--- src/rtl/mem_stage_if.sv ---
// Data-memory port of the MEM stage.
//
// Handshake: the stage holds mem_req high, with mem_we/mem_adr/mem_wdat
// stable, until the memory answers with mem_ack. Each cycle in which
// mem_req and mem_ack are both high completes exactly one access. For a
// read, mem_rdat is valid only in that cycle. mem_ack outside a request is
// ignored. An access may complete in the same cycle it is first requested.
interface mem_stage_if;
    logic        mem_req;
    logic        mem_we;
    logic [15:0] mem_adr;
    logic [15:0] mem_wdat;
    logic [15:0] mem_rdat;
    logic        mem_ack;

    // Pipeline side: issues requests, consumes the acknowledge.
    modport master (
        output mem_req,
        output mem_we,
        output mem_adr,
        output mem_wdat,
        input  mem_rdat,
        input  mem_ack
    );

    // Memory side: serves requests.
    modport slave (
        input  mem_req,
        input  mem_we,
        input  mem_adr,
        input  mem_wdat,
        output mem_rdat,
        output mem_ack
    );
endinterface

--- src/rtl/mem_stage.sv ---
// MEM stage of the 16-bit pipelined core.
// Drives the data-memory request port and owns the MEM/WB register. It also
// selects write-back data, latches the OUT port and handles HALT. While an
// access is outstanding, stall_mem freezes EX/MEM and every upstream stage.
// A run-control FSM (RUN/WAIT/HALT/ERR) is exposed on state_dbg.
module mem_stage #(
    parameter int TIMEOUT = 255   // max WAIT cycles before ERR; 0 = never time out
) (
    input  logic               clk,
    input  logic               reset,

    // EX/MEM register outputs
    input  logic [15:0]        ALUres_mem,
    input  logic [15:0]        pcinc_mem,
    input  logic [15:0]        rd1_mem,
    input  logic [15:0]        extended_d_mem,
    input  logic [2:0]         regwrite_adr_mem,
    input  logic               main_mem_read,
    input  logic               main_mem_write,
    input  logic [1:0]         regwrite_dat_controll,
    input  logic               from_main_mem_mem,
    input  logic               regwrite_mem,
    input  logic               is_halt,
    input  logic               out_en,
    input  logic [15:0]        out_dat,

    // Data-memory port
    mem_stage_if.master        mem,

    // Hazard unit
    output logic               stall_mem,

    // MEM/WB register
    output logic               regwrite_wb,
    output logic [2:0]         regwrite_adr_wb,
    output logic [15:0]        regwrite_dat_wb,

    // OUT port and core status
    output logic [15:0]        out_port,
    output logic               out_strobe,
    output logic               halted,
    output logic               mem_err,

    // Run-control state: 0 RUN, 1 WAIT, 2 HALT, 3 ERR
    output logic [1:0]         state_dbg
);

    typedef enum logic [1:0] {
        S_RUN  = 2'd0,
        S_WAIT = 2'd1,
        S_HALT = 2'd2,
        S_ERR  = 2'd3
    } state_t;

    // The counter only needs to reach TIMEOUT. Keep at least one bit so
    // TIMEOUT = 0 or 1 still elaborates.
    localparam int            CW     = (TIMEOUT > 1) ? $clog2(TIMEOUT + 1) : 1;
    localparam logic [CW-1:0] TO_MAX = CW'(TIMEOUT);
    localparam logic [CW-1:0] CNT_ONE = CW'(1);

    state_t        state_q, state_d;
    logic [CW-1:0] cnt_q, cnt_d;

    logic          acc;        // instruction in MEM touches memory
    logic          req_c;      // request before reset gating
    logic          stall_c;    // stall before reset gating
    logic          adv;        // MEM/WB accepts the instruction this cycle

    logic          wb_q, wb_d;
    logic [2:0]    wb_adr_q, wb_adr_d;
    logic [15:0]   wb_dat_q, wb_dat_d;
    logic [15:0]   out_port_q, out_port_d;
    logic          out_strobe_q, out_strobe_d;

    assign acc = main_mem_read | main_mem_write;

    // Run-control FSM: next state, wait counter, request and stall.
    always_comb begin
        state_d = state_q;
        cnt_d   = cnt_q;
        req_c   = 1'b0;
        stall_c = 1'b0;
        unique case (state_q)
            S_RUN: begin
                req_c   = acc;
                stall_c = acc & ~mem.mem_ack;
                if (acc && !mem.mem_ack) begin
                    state_d = S_WAIT;
                    cnt_d   = CNT_ONE;
                end else if (is_halt) begin
                    // Not stalled here, so the HALT instruction retires now.
                    state_d = S_HALT;
                end
            end
            S_WAIT: begin
                // EX/MEM is frozen, so address and data stay stable.
                req_c   = 1'b1;
                stall_c = ~mem.mem_ack;
                if (mem.mem_ack) begin
                    state_d = S_RUN;
                end else if ((TIMEOUT != 0) && (cnt_q == TO_MAX)) begin
                    state_d = S_ERR;
                end else begin
                    cnt_d = cnt_q + CNT_ONE;
                end
            end
            S_HALT: begin
                stall_c = 1'b1;
            end
            S_ERR: begin
                stall_c = 1'b1;
            end
            default: begin
                state_d = S_RUN;
            end
        endcase
    end

    // Run-control state and wait counter.
    always_ff @(posedge clk or posedge reset) begin
        if (reset) begin
            state_q <= S_RUN;
            cnt_q   <= '0;
        end else begin
            state_q <= state_d;
            cnt_q   <= cnt_d;
        end
    end

    // HALT and ERR always stall, so adv is only ever high in RUN/WAIT.
    assign adv = ~stall_c;

    // MEM/WB next values: advance the instruction, or insert a bubble.
    always_comb begin
        wb_d     = 1'b0;
        wb_adr_d = wb_adr_q;
        wb_dat_d = wb_dat_q;
        if (adv) begin
            // HALT retires without writing a register.
            wb_d     = regwrite_mem & ~is_halt;
            wb_adr_d = regwrite_adr_mem;
            if (from_main_mem_mem) begin
                wb_dat_d = mem.mem_rdat;
            end else begin
                unique case (regwrite_dat_controll)
                    2'b01:   wb_dat_d = pcinc_mem;
                    2'b10:   wb_dat_d = extended_d_mem;
                    default: wb_dat_d = ALUres_mem;
                endcase
            end
        end
    end

    // OUT port next values: latch on an advancing OUT instruction.
    always_comb begin
        out_port_d   = out_port_q;
        out_strobe_d = adv & out_en;
        if (adv && out_en) begin
            out_port_d = out_dat;
        end
    end

    // MEM/WB register and OUT latch.
    always_ff @(posedge clk or posedge reset) begin
        if (reset) begin
            wb_q         <= 1'b0;
            wb_adr_q     <= 3'd0;
            wb_dat_q     <= 16'd0;
            out_port_q   <= 16'd0;
            out_strobe_q <= 1'b0;
        end else begin
            wb_q         <= wb_d;
            wb_adr_q     <= wb_adr_d;
            wb_dat_q     <= wb_dat_d;
            out_port_q   <= out_port_d;
            out_strobe_q <= out_strobe_d;
        end
    end

    // Reset also masks the combinational request and stall. This drops
    // mem_req immediately on a mid-access reset and abandons the access.
    assign mem.mem_req  = req_c & ~reset;
    assign mem.mem_we   = req_c & ~reset & main_mem_write;
    assign mem.mem_adr  = ALUres_mem;
    assign mem.mem_wdat = rd1_mem;
    assign stall_mem    = stall_c & ~reset;

    assign regwrite_wb     = wb_q;
    assign regwrite_adr_wb = wb_adr_q;
    assign regwrite_dat_wb = wb_dat_q;
    assign out_port        = out_port_q;
    assign out_strobe      = out_strobe_q;
    assign halted          = (state_q == S_HALT);
    assign mem_err         = (state_q == S_ERR);
    assign state_dbg       = state_q;

endmodule

--- src/flat_wrapper.sv ---
// flat-port wrapper written by rule: the top's interface ports become plain ports
module mem_stage_flat 
#(
    parameter int TIMEOUT = 255                                                    
)
  (clk, reset, ALUres_mem, pcinc_mem, rd1_mem, extended_d_mem, regwrite_adr_mem, main_mem_read, main_mem_write, regwrite_dat_controll, from_main_mem_mem, regwrite_mem, is_halt, out_en, out_dat, stall_mem, regwrite_wb, regwrite_adr_wb, regwrite_dat_wb, out_port, out_strobe, halted, mem_err, state_dbg, mem_mem_req, mem_mem_we, mem_mem_adr, mem_mem_wdat, mem_mem_rdat, mem_mem_ack);
  mem_stage_if mem_i ();
  input  logic clk;
  input  logic reset;
  input  logic [15:0] ALUres_mem;
  input  logic [15:0] pcinc_mem;
  input  logic [15:0] rd1_mem;
  input  logic [15:0] extended_d_mem;
  input  logic [2:0] regwrite_adr_mem;
  input  logic main_mem_read;
  input  logic main_mem_write;
  input  logic [1:0] regwrite_dat_controll;
  input  logic from_main_mem_mem;
  input  logic regwrite_mem;
  input  logic is_halt;
  input  logic out_en;
  input  logic [15:0] out_dat;
  output logic stall_mem;
  output logic regwrite_wb;
  output logic [2:0] regwrite_adr_wb;
  output logic [15:0] regwrite_dat_wb;
  output logic [15:0] out_port;
  output logic out_strobe;
  output logic halted;
  output logic mem_err;
  output logic [1:0] state_dbg;
  output wire logic [$bits(mem_i.mem_req)-1:0] mem_mem_req;
  output wire logic [$bits(mem_i.mem_we)-1:0] mem_mem_we;
  output wire logic [$bits(mem_i.mem_adr)-1:0] mem_mem_adr;
  output wire logic [$bits(mem_i.mem_wdat)-1:0] mem_mem_wdat;
  input wire logic [$bits(mem_i.mem_rdat)-1:0] mem_mem_rdat;
  input wire logic [$bits(mem_i.mem_ack)-1:0] mem_mem_ack;
  assign mem_mem_req = mem_i.mem_req;
  assign mem_mem_we = mem_i.mem_we;
  assign mem_mem_adr = mem_i.mem_adr;
  assign mem_mem_wdat = mem_i.mem_wdat;
  assign mem_i.mem_rdat = mem_mem_rdat;
  assign mem_i.mem_ack = mem_mem_ack;
  mem_stage #(.TIMEOUT(TIMEOUT)) u_core (.clk(clk), .reset(reset), .ALUres_mem(ALUres_mem), .pcinc_mem(pcinc_mem), .rd1_mem(rd1_mem), .extended_d_mem(extended_d_mem), .regwrite_adr_mem(regwrite_adr_mem), .main_mem_read(main_mem_read), .main_mem_write(main_mem_write), .regwrite_dat_controll(regwrite_dat_controll), .from_main_mem_mem(from_main_mem_mem), .regwrite_mem(regwrite_mem), .is_halt(is_halt), .out_en(out_en), .out_dat(out_dat), .mem(mem_i), .stall_mem(stall_mem), .regwrite_wb(regwrite_wb), .regwrite_adr_wb(regwrite_adr_wb), .regwrite_dat_wb(regwrite_dat_wb), .out_port(out_port), .out_strobe(out_strobe), .halted(halted), .mem_err(mem_err), .state_dbg(state_dbg));
endmodule
--- config.mk ---
export PLATFORM = sky130hd
export DESIGN_NAME = mem_stage_flat
export DESIGN_NICKNAME = d
export VERILOG_FILES = /design/src/rtl/mem_stage_if.sv /design/src/rtl/mem_stage.sv /design/src/flat_wrapper.sv
export SDC_FILE = /design/constraint.sdc
export NUM_CORES = 1
export LEC_CHECK = 0
export BUFFER_PORTS_ARGS = -buffer_cell sky130_fd_sc_hd__buf_2
export CAP_MARGIN = 20
export CELL_PAD_IN_SITES_DETAIL_PLACEMENT = 1
export CELL_PAD_IN_SITES_GLOBAL_PLACEMENT = 1
export CORE_ASPECT_RATIO = 1.4
export CORE_MARGIN = 1
export CORE_UTILIZATION = 31
export DETAILED_ROUTE_END_ITERATION = 12
export GPL_TIMING_DRIVEN = 0
export MAX_ROUTING_LAYER = met4
export PLACE_DENSITY_LB_ADDON = 0.1
export SYNTH_ARGS = -nofsm -noshare
export SYNTH_HDL_FRONTEND = slang
export SYNTH_SLANG_ARGS = --single-unit
export TNS_END_PERCENT = 30
--- constraint.sdc ---
create_clock -name clk -period 4.1 [get_ports clk]
set_input_delay 0.205 -clock clk [delete_from_list [all_inputs] [get_ports clk]]
set_output_delay 0.205 -clock clk [all_outputs]
set_load 0.05 [all_outputs]
; After elaboration in Yosys (flattened, before gate mapping)
; Cells that the tools add are included.
[classes]
n_addsub = 1
n_eq_ne = 11
muxes = 14
n_bitwise = 11
n_reduce_logical = 8
[op_table]
columns = op, count
row1 = 16-bit case mux with 2 select lines, 1
row2 = 8-bit two-way mux, 3
row3 = 16-bit two-way mux, 1
row4 = 8-bit case mux with 2 select lines, 1
row5 = "8-bit by 1-bit adder with 8-bit output, second input constant", 1
row6 = "8-bit == test, second input constant", 1
row7 = 2-bit two-way mux, 4
row8 = 1-bit bitwise AND, 6
row9 = "2-bit == test, second input constant", 3
row10 = "3-bit by 2-bit != test with 1-bit output, second input constant", 2
row11 = "2-bit by 1-bit == test with 1-bit output, second input constant", 2
row12 = "2-bit != test, second input constant", 2
row13 = 1-bit inverter, 4
row14 = 2-bit case mux with 2 select lines, 1
row15 = 4-bit AND reduction, 1
row16 = 1-bit case mux with 3 select lines, 1
row17 = 3-bit AND reduction, 1
row18 = 1-bit logical AND, 2
row19 = 2-bit logical NOT, 1
row20 = "2-bit by 1-bit != test with 1-bit output, second input constant", 1
row21 = 1-bit case mux with 2 select lines, 1
row22 = 2-bit nonzero test, 1
row23 = 2-bit OR reduction, 1
row24 = 1-bit logical NOT, 1
row25 = other kinds (2), 2
[totals]
register_bits = 47
in_bits = 110
output_inout_bits = 76
wordCells = 52

; Logic depth before layout (Yosys ltp)
[depth]
depth_word = 5
ltp_mapped = 8
ltp_nobuf = 6

; Worst setup path after synthesis
; OpenSTA, ideal clock, no wires.
[synth_path]
path_type = register to output
from = reg u_core.state_q[0] (netlist: u_core.state_dbg[0])
to = out stall_mem
arrival_ps = 2003
setup_slack_ps = 1892
path_stages_with_launch = 6
n_path_buf = 2
cell_sequence = dfrtp_1 > or3_4 > a21oi_4 > buf_4 > buf_2 > nor2_1
[synth_between]
elab_chain_len = 4
word_cells_on_any_way = 7
cone_classes = 3 x eq/ne / 1 x mux / 1 x bitwise / 2 x reduce/logical
[synth_rtl]
columns = item, line
row1 = "start, declared", mem_stage.sv:61  ; state_t state_q, state_d;
row2 = "start signal, assigned", mem_stage.sv:125  ; state_q <= state_d;
row3 = 2-bit == test, mem_stage.sv:83  ; unique case (state_q)
row4 = 2-bit OR reduction (no source line), n/a
row5 = 1-bit case mux with 3 select lines *, mem_stage.sv:83
row6 = 1-bit bitwise AND *, mem_stage.sv:186  ; assign stall_mem = stall_c & ~reset;
row7 = "end, declared", flat_wrapper.sv:23  ; output logic stall_mem;
; Every way passes the cells marked *; elsewhere a longest branch is shown, timed or not.

; Worst setup path after layout
; Same ends and word-level chain as after synthesis.

==> summary.txt <==
Power
  • Leak pwr: 2.07 nW
  • Tot Pwr: 1.32 mW
  • Pwr dens: 341 nW/µm²
  • VDD IR max: 0.269 mV

Layout
  • Area of the multi-input gates: 1170 µm²
  • Non-Filler Instances: 557
  • Share of cells above drive strength 1: 53.0%
  • Ant. Diodes: 0
  • Layout area overhead: 42.9%
  • Fin nets: 567
  • Reg area: 1180 µm²
  • Filler Cell Count: 1039

Synthesis
  • Post-Synthesis Cells: 276
  • Top FF cell, synth: dfrtp_1
  • Largest cells by area after synthesis: dfrtp_1, buf_4, a21oi_1
  • Cell with the most instances after synthesis: dfrtp_1
  • EDFF count, synth: 0
  • Seq/Total Area, Yosys: 43.5%
  • Synth cell types: 35
  • Share of the synthesized area in the top cell type: 43.5%
  • Synth async-reset ratio: 100%
  • Synth top cells by count: dfrtp_1, buf_4, a21oi_1, nor2_1
  • Synth Cell Area: 2700 µm²
  • Seq cells post-synth: 47
  • Synth Area per Inst: 9.79 µm²
  • Yosys warnings: 0
  • Net Count, Synth: 389
  • Most area-hungry cell type in the Yosys netlist: dfrtp_1

Global routing
  • Global Route Usage Sum: 19.4%
  • Vias in the first global route: 2671
  • Final global-route overflow total: 0
  • First-pass GRT wire length: 13200 µm
  • Largest net degree at the start of global routing: 29
  • Initial antenna violation count: 0

Clocking
  • Resize count post-CTS: 0
  • H-tree depth: 2
  • Num CTS Buffers: 5
  • Clock Latency Late Sink: 0.29 ns
  • CTS Root Cell: clkbuf_16
  • Clock transition at path regs: 0.06 ns
  • # clock sinks: 47
  • CTS Buffer Depth: 2
  • Post CTS Setup Buffer Count: 0
  • CTS tree: built

Worst setup path
  • Worst path cell trace: or3_4, a21oi_4, buf_4, buf_2, nor2_1, buf_2
  • Worst setup EP type: primary output
  • Most used cell along the critical path: buf_2
  • Slowest CP cell: dfrtp_1
  • Setup slack, reg-to-reg: 2.15 ns
  • Crit path buf inv count: 3
  • Critical-path maximum fanout: 10
  • Required @ worst endpoint: 3.89 ns
  • CP Class: flop to primary output
  • CP Data Arrival Time: 2.08 ns
  • Max incr delay on CP: 0.45 ns
  • CP top delay family: buffers and inverters
  • Startpoint class of the critical path: flop

Timing
  • Fin crit share: 55.6%
  • Setup TNS: 0 ns
  • Fmax: 0.438 GHz
  • Setup-failing EPs final: 0
  • Hold violation total from the final report: 0
  • Skew final: 0.00536 ns
  • Slew Limit Fails: 0
  • Worst-margin pin slew: 0.684 ns
  • Hold WS: 0.142 ns
  • Final WS setup: 1.82 ns
  • Relative slew slack: 54.2%
  • RSZ-0062 raised after global routing: false
  • Post-layout min period: 2.28 ns

Placed design
  • Input/output buffers: 169
  • Place WS: 2.10 ns
  • Dpl hpwl: 7090 µm
  • Cells after DPL: 548
  • Routability Congestion: 0.765

Outcome
  • Run status: completed

Routing
  • Post-DR vias/cell: 4.87
  • Wire length per cell: 15.4 µm
  • DR DRC count: 0
  • Antenna-violating nets left: 0
  • Initial DRC count: 34
  • Count of TritonRoute iterations in the first routing pass: 4
  • Total number of vias: 2714
  • Routed WL: 8570 µm

Floorplan
  • Core footprint: 8300 µm²
  • Die Ht: 112 µm
  • Die Width: 80.9 µm
  • Initial Util: 32.6%
  • Num ports: 186
  • Die Footprint: 9100 µm²
  • Num rows: 39

Run
  • Max cap viols: 0

Hold path
  • HP Class: input pin to flop
-- cell type report --
cell class / instances / area share (%)
sequential: 47 / 30.5
multi-input combinational: 171 / 30.2
timing repair buffer: 171 / 22.7
buffer: 49 / 8.43
clock buffer: 6 / 3.60
tap: 102 / 3.31
inverter: 9 / 0.875
clock inverter: 2 / 0.421
-- kinds of logic (layout without fill, tap and decap cells) --
kind of cell / count (synthesis) / after routing / share of synthesized area [%]
simple gates: 79 / 79 / 15.3
flops: 47 / 47 / 43.5
compound gates: 69 / 69 / 16.9
buf+inv: 58 / 237 / 13.3
mux: 20 / 20 / 9.59
fa+ha+maj: 3 / 3 / 1.39
-- power by group --
| part | internal (mW) | switching, mW | leakage [nW] | total (mW) |
|---|---|---|---|---|
| Sequential | 0.491 | 0.0145 | 0.600 | 0.506 |
| Clock | 0.244 | 0.174 | 0.0731 | 0.418 |
| Combinational | 0.129 | 0.264 | 1.40 | 0.393 |
-- through the flow --
step | instance area [µm²] | utilization, %
5_1_grt | 3860 | 46.5
6_report | 3860 | 46.5
2_1_floorplan | 2700 | -
3_3_place_gp | 3670 | 44.3
3_5_place_dp | 3690 | 44.5
4_1_cts | 3860 | 46.5
-- sequential cells by signal, indices dropped and copies added (netlist names) --
signal	cells
u_core.cnt_q	8
u_core.out_port	16
u_core.regwrite_wb	1
u_core.regwrite_adr_wb	3
u_core.state_dbg	2
u_core.regwrite_dat_wb	16
u_core.out_strobe	1
-- final timing paths --
kind                                startpoint                   endpoint  cells after the start
max                        u_core.state_dbg[0]                  stall_mem                      6
min reg2reg                u_core.out_port[12]        u_core.out_port[12]                      1
min in group asynchronous                reset         u_core.out_port[7]                      3
max in group asynchronous                reset  u_core.regwrite_adr_wb[2]                      4
max reg2reg                    u_core.cnt_q[0]            u_core.cnt_q[0]                      5
min                                out_dat[15]        u_core.out_port[15]                      2
-- per-layer routing --
| layer | share of wire, % | GRT usage [%] | wire, µm | vias up |
|---|---|---|---|---|
| met2 | 55 | 35.7 | 4710 | 112 |
| met1 | 36 | 20.1 | 3070 | 1283 |
| met5 | 0 | - | 0 | - |
| li1 | - | - | - | 1308 |
| met3 | 7.5 | 3.25 | 639 | 11 |
| met4 | 1.7 | 6.43 | 150 | 0 |
-- cell usage in the layout, fill, tap and decap left out, types with 7 or more instances in the layout --
master / n
dfrtp_1: 47
nor3_1: 17
buf_2: 171
clkbuf_1: 10
nor2b_1: 17
inv_1: 8
o31ai_1: 7
nor2_1: 26
a21oi_1: 34
mux2_4: 9
buf_4: 35
a221oi_1: 16
mux2_2: 11
-- repair_timing --
item	4_1_cts	5_1_grt
hold buffers	1	0
endpoints found under the hold margin	21	0
setup endpoints to repair	0	0
(Power assumes the default switching activity.)
